<file path="config.mk">
export PLATFORM = sky130hd
export DESIGN_NAME = adder_rr_arbiter
export DESIGN_NICKNAME = d
export VERILOG_FILES = /design/src/rtl/adder_rr_arbiter.sv
export SDC_FILE = /design/constraint.sdc
export NUM_CORES = 1
export LEC_CHECK = 0
export CAP_MARGIN = 20
export CORE_MARGIN = 1.5
export CORE_UTILIZATION = 40
export DETAILED_ROUTE_END_ITERATION = 10
export MAX_ROUTING_LAYER = met4
export PLACE_DENSITY = 0.78
export SETUP_SLACK_MARGIN = 0.05
export SKIP_CTS_REPAIR_TIMING = 1
export SYNTH_ARGS = -nofsm -noshare
export SYNTH_HDL_FRONTEND = slang
export SYNTH_SLANG_ARGS = --single-unit
</file>
<file path="constraint.sdc">
create_clock -name clk -period 2.5 [get_ports clk]
set_clock_uncertainty 0.05 [all_clocks]
set_input_delay 0.5 -clock clk [delete_from_list [all_inputs] [get_ports clk]]
set_output_delay 0.5 -clock clk [all_outputs]
set_load 0.01 [all_outputs]
</file>
<file path="src/rtl/adder_rr_arbiter.sv">
// Round-robin arbiter feeding a single registered adder.
// One operation in flight: IDLE grants, EXEC adds, RESP holds the result.
module adder_rr_arbiter #(
    parameter int WIDTH = 32,
    parameter int NREQ  = 4
) (
    input  logic                  clk,
    input  logic                  reset,
    input  logic [NREQ-1:0]       req_valid,
    input  logic [NREQ*WIDTH-1:0] req_a,
    input  logic [NREQ*WIDTH-1:0] req_b,
    output logic [NREQ-1:0]       req_ready,
    output logic                  resp_valid,
    output logic [WIDTH-1:0]      resp_data,
    output logic [2:0]            resp_id,
    input  logic                  resp_ready,
    output logic [15:0]           ops_count
);

    typedef enum logic [1:0] {
        IDLE,
        EXEC,
        RESP
    } state_t;

    state_t           state;
    state_t           state_next;
    logic [2:0]       ptr;
    logic [2:0]       grant_id;
    logic             grant_any;
    logic [3:0]       idx;
    logic [WIDTH-1:0] sel_a;
    logic [WIDTH-1:0] sel_b;
    logic [WIDTH-1:0] op_a;
    logic [WIDTH-1:0] op_b;
    logic [2:0]       op_id;

    // First valid requester at or after ptr, wrapping at NREQ.
    always_comb begin
        grant_any = 1'b0;
        grant_id  = '0;
        idx       = '0;
        for (int k = 0; k < NREQ; k++) begin
            idx = {1'b0, ptr} + 4'(k);
            if (idx >= 4'(NREQ)) begin
                idx = idx - 4'(NREQ);
            end
            for (int j = 0; j < NREQ; j++) begin
                if (!grant_any && idx == 4'(j) && req_valid[j]) begin
                    grant_any = 1'b1;
                    grant_id  = 3'(j);
                end
            end
        end
    end

    always_comb begin
        sel_a = '0;
        sel_b = '0;
        for (int i = 0; i < NREQ; i++) begin
            if (grant_id == 3'(i)) begin
                sel_a = req_a[i*WIDTH +: WIDTH];
                sel_b = req_b[i*WIDTH +: WIDTH];
            end
        end
    end

    always_ff @(posedge clk) begin
        if (reset) begin
            state <= IDLE;
        end else begin
            state <= state_next;
        end
    end

    always_comb begin
        state_next = state;
        unique case (state)
            IDLE: if (grant_any) state_next = EXEC;
            EXEC: state_next = RESP;
            RESP: if (resp_ready) state_next = IDLE;
            default: state_next = IDLE;
        endcase
    end

    always_comb begin
        req_ready  = '0;
        resp_valid = (state == RESP);
        if (state == IDLE && grant_any && !reset) begin
            req_ready = {{(NREQ-1){1'b0}}, 1'b1} << grant_id;
        end
    end

    always_ff @(posedge clk) begin
        if (reset) begin
            ptr       <= '0;
            op_a      <= '0;
            op_b      <= '0;
            op_id     <= '0;
            resp_data <= '0;
            resp_id   <= '0;
            ops_count <= '0;
        end else begin
            unique case (state)
                IDLE: begin
                    if (grant_any) begin
                        op_a  <= sel_a;
                        op_b  <= sel_b;
                        op_id <= grant_id;
                    end
                end
                EXEC: begin
                    resp_data <= op_a + op_b;
                    resp_id   <= op_id;
                end
                RESP: begin
                    if (resp_ready) begin
                        ptr       <= (op_id == 3'(NREQ-1)) ? 3'd0 : op_id + 3'd1;
                        ops_count <= ops_count + 16'd1;
                    end
                end
                default: ;
            endcase
        end
    end

endmodule

</file>
==> results.sh <==
export IMPL_clock_path_buffers=2
export IMPL_first_pass_iters=5
export IMPL_r2r_start="op_a[12]$_SDFFE_PP0P_"
export IMPL_drtIter0Drc=500
export IMPL_num_vias=8712
export IMPL_yosys_area_top_type_share=0.3027
export IMPL_dpl_instance_area_um2=11750
export IMPL_ys_flop_type="dfxtp_1"
export IMPL_grt_use_total=0.2650
export IMPL_final_core_util=0.6665
export IMPL_rows=51
export IMPL_drtAntennaViolNets=0
export IMPL_yosysUniqueCellTypes=67
export IMPL_synth_area_leaders="dfxtp_1 (30%), mux2i_1 (8.2%), o2bb2ai_1 (7.1%)"
export IMPL_crit_arrival_ns=2.34
export IMPL_post_route_min_period_ns=2.894
export IMPL_syn_inst=958
export IMPL_die_w_um=143.9
export IMPL_synth_edf_count=0
export IMPL_cts_tree="built"
export IMPL_grt_pass1_wl_um=41720
export IMPL_hpwl_um=21020
export IMPL_n_antenna_cell=0
export IMPL_fillers=1588
export IMPL_gp_congestion=0.9337
export IMPL_slew_viol_final=0
export IMPL_crit_type="reg2out"
export IMPL_ir_drop_mv=0.4390
export IMPL_htreeDepth=4
export IMPL_start_util=0.4078
export IMPL_port_buffers=317
export IMPL_min_from="reset"
export IMPL_start_kind="register"
export IMPL_hold_viol_final=0
export IMPL_syn2layout_area_growth_pct=63.44
export IMPL_synth_commonest_cells="dfxtp_1 (120), nor2_1 (98), a211oi_1 (70)"
export IMPL_grt_pass1_vias=7989
export IMPL_core_area_um2=19460
export IMPL_cts_root_buf="clkbuf_16"
export IMPL_grt_max_degree=83
export IMPL_synth_area_um2=7936
export IMPL_ios=319
export IMPL_async_reset_ff_frac=0
export IMPL_critPathLaunch="ptr[0]$_SDFFE_PP0P_"
export IMPL_maxSlewHeadroom=0.4958
export IMPL_status="finished, violations left"
export IMPL_path_clk_slew_ns=0.06
export IMPL_viasPerCell=5.510
export IMPL_regArea_um2=2419
export IMPL_finalPower_w=0.007594
export IMPL_insertion_delay_ns=0.42
export IMPL_synth_seq_cells=120
export IMPL_grt_overflow=0
export IMPL_worstPathMaxFanout=4
export IMPL_drv_cap=0
export IMPL_worst_slack_ns=-0.3937
export IMPL_yosysWarnings=0
export IMPL_cts_sinks=120
export IMPL_synth_most_common_cell="dfxtp_1"
export IMPL_violations="setup timing"
export IMPL_hold_path_class="in2reg"
export IMPL_setup_viol=18
export IMPL_yosysSeqAreaShare=0.3027
export IMPL_crit_required_ns=1.95
export IMPL_post_route_drc_count=0
export IMPL_drive_above_1_share=0.1603
export IMPL_rsz0062_at_grt="true"
export IMPL_p_leak_nw=5.364
export IMPL_final_area_um2=12970
export IMPL_antenna_found_initial=0
export IMPL_worstMarginPinSlew_ns=0.7563
export IMPL_multi_input_area_um2=5495
export IMPL_totalWireLength_um=29300
export IMPL_numCtsBuffers=17
export IMPL_fmax_mhz=345.6
export IMPL_synth_top_area_cell="dfxtp_1"
export IMPL_fin_crit_sh=1.157
export IMPL_die_h_um=143.9
export IMPL_wl_per_cell_um=18.53
export IMPL_die_area_um2=20690
export IMPL_avgSynthCellArea_um2=8.284
export IMPL_crit_path_end_kind="output port"
export IMPL_powerDensity_nw_per_um2=585.4
export IMPL_fin_nets=1601
export IMPL_synthesis_nets=1256
-- routing by layer --
layer,GRT usage,part of all wire,vias up,wire length (um)
met5,-,0,-,0
li1,-,-,4322,-
met4,0.06660,0.019,0,567
met3,0.04798,0.061,43,1795
met2,0.4130,0.47,326,13780
met1,0.3533,0.45,4021,13160
-- worst max-delay path, cell delays in order (launching register included) --
cell and delay, ns:
dfxtp_2 0.32, nor2_2 0.15, inv_2 0.06, ha_4 0.29, nor2b_4 0.04, a31oi_1 0.19, nor2_1 0.09, a21oi_2 0.18
a211oi_4 0.09, and2_4 0.20, and2_1 0.18, clkbuf_2 0.14
-- power breakdown --
part	total (W)	switching, W	internal, W
clock	0.00246	0.000933	0.00153
combinational	0.00278	0.00134	0.00144
sequential	0.00235	0.000190	0.00216
-- logic make-up (layout without fill, tap and decap cells) --
logic type | after synthesis | count (layout) | share of synthesized area
xor gates and xnor gates | 25 | 25 | 0.02759
adders and majority gates | 36 | 36 | 0.05739
other | 2 | 2 | 0.0009463
AOI/OAI and AO/OA | 353 | 353 | 0.3259
buffers and inverters | 101 | 459 | 0.05439
DFF | 120 | 120 | 0.3027
muxes | 66 | 66 | 0.08340
and+or+nand+nor | 255 | 255 | 0.1477
-- worst paths after layout --
| check | slack [ns] | depth (start not counted) | end |
|---|---|---|---|
| min | 0.37 | 3 | state[0]$_SDFFE_PP0P_ |
| min reg2reg | 0.40 | 2 | resp_data[13]$_SDFFE_PP0N_ |
| max reg2reg | -0.17 | 8 | resp_data[31]$_SDFFE_PP0N_ |
| max | -0.39 | 11 | req_ready[3] |
-- state kept, by name, indices dropped and copies added (netlist names) --
register	flops
op_a	32
op_b	32
resp_data	32
ops_count	16
op_id	2
ptr	2
resp_id	2
state	2
-- placed cells by master (no fill, tap or decap), types with 7 or more instances in the layout --
cell type / Yosys / final
a211oi_1: 70 / 68
a21o_1: 11 / 11
a21oi_1: 50 / 46
a22oi_1: 64 / 54
a22oi_2: 0 / 10
a31oi_1: 8 / 7
and3_1: 10 / 8
buf_4: 2 / 73
clkbuf_16: 0 / 21
clkdlybuf4s50_1: 0 / 310
dfxtp_1: 120 / 111
dfxtp_2: 0 / 7
ha_1: 34 / 28
inv_1: 17 / 15
mux2i_1: 65 / 59
nand2_1: 63 / 63
nand3_1: 25 / 21
nor2_1: 98 / 95
nor3_1: 12 / 12
o211ai_1: 8 / 8
o21a_1: 14 / 14
o21ai_0: 17 / 17
o21ai_1: 10 / 7
o2bb2ai_1: 64 / 63
or3_1: 8 / 7
xnor2_1: 12 / 12
xor2_1: 13 / 13
-- per-stage QoR --
stage                     instances  setup WS (ns)  hold slack, ns  TNS, ns
after detailed placement       1528        -0.7259          0.3958   -41.68
after CTS                      1560        -0.7848          0.3652   -16.18
after floorplan                 958        0.03947          0.3990        0
after global routing           1581        -0.4545          0.3802   -8.702
final                          1581        -0.3937          0.3692   -2.043
after global placement         1528        -0.7119          0.3901   -40.61
-- area by class of cell --
class / count / area share
clock buffers: 19 / 0.03492
multi-input cells: 737 / 0.4237
clock inverters: 13 / 0.01119
well taps: 265 / 0.02556
flip-flops and latches: 120 / 0.1865
inverters: 19 / 0.005498
repair buffers: 408 / 0.3127
(Power assumes the default switching activity.)
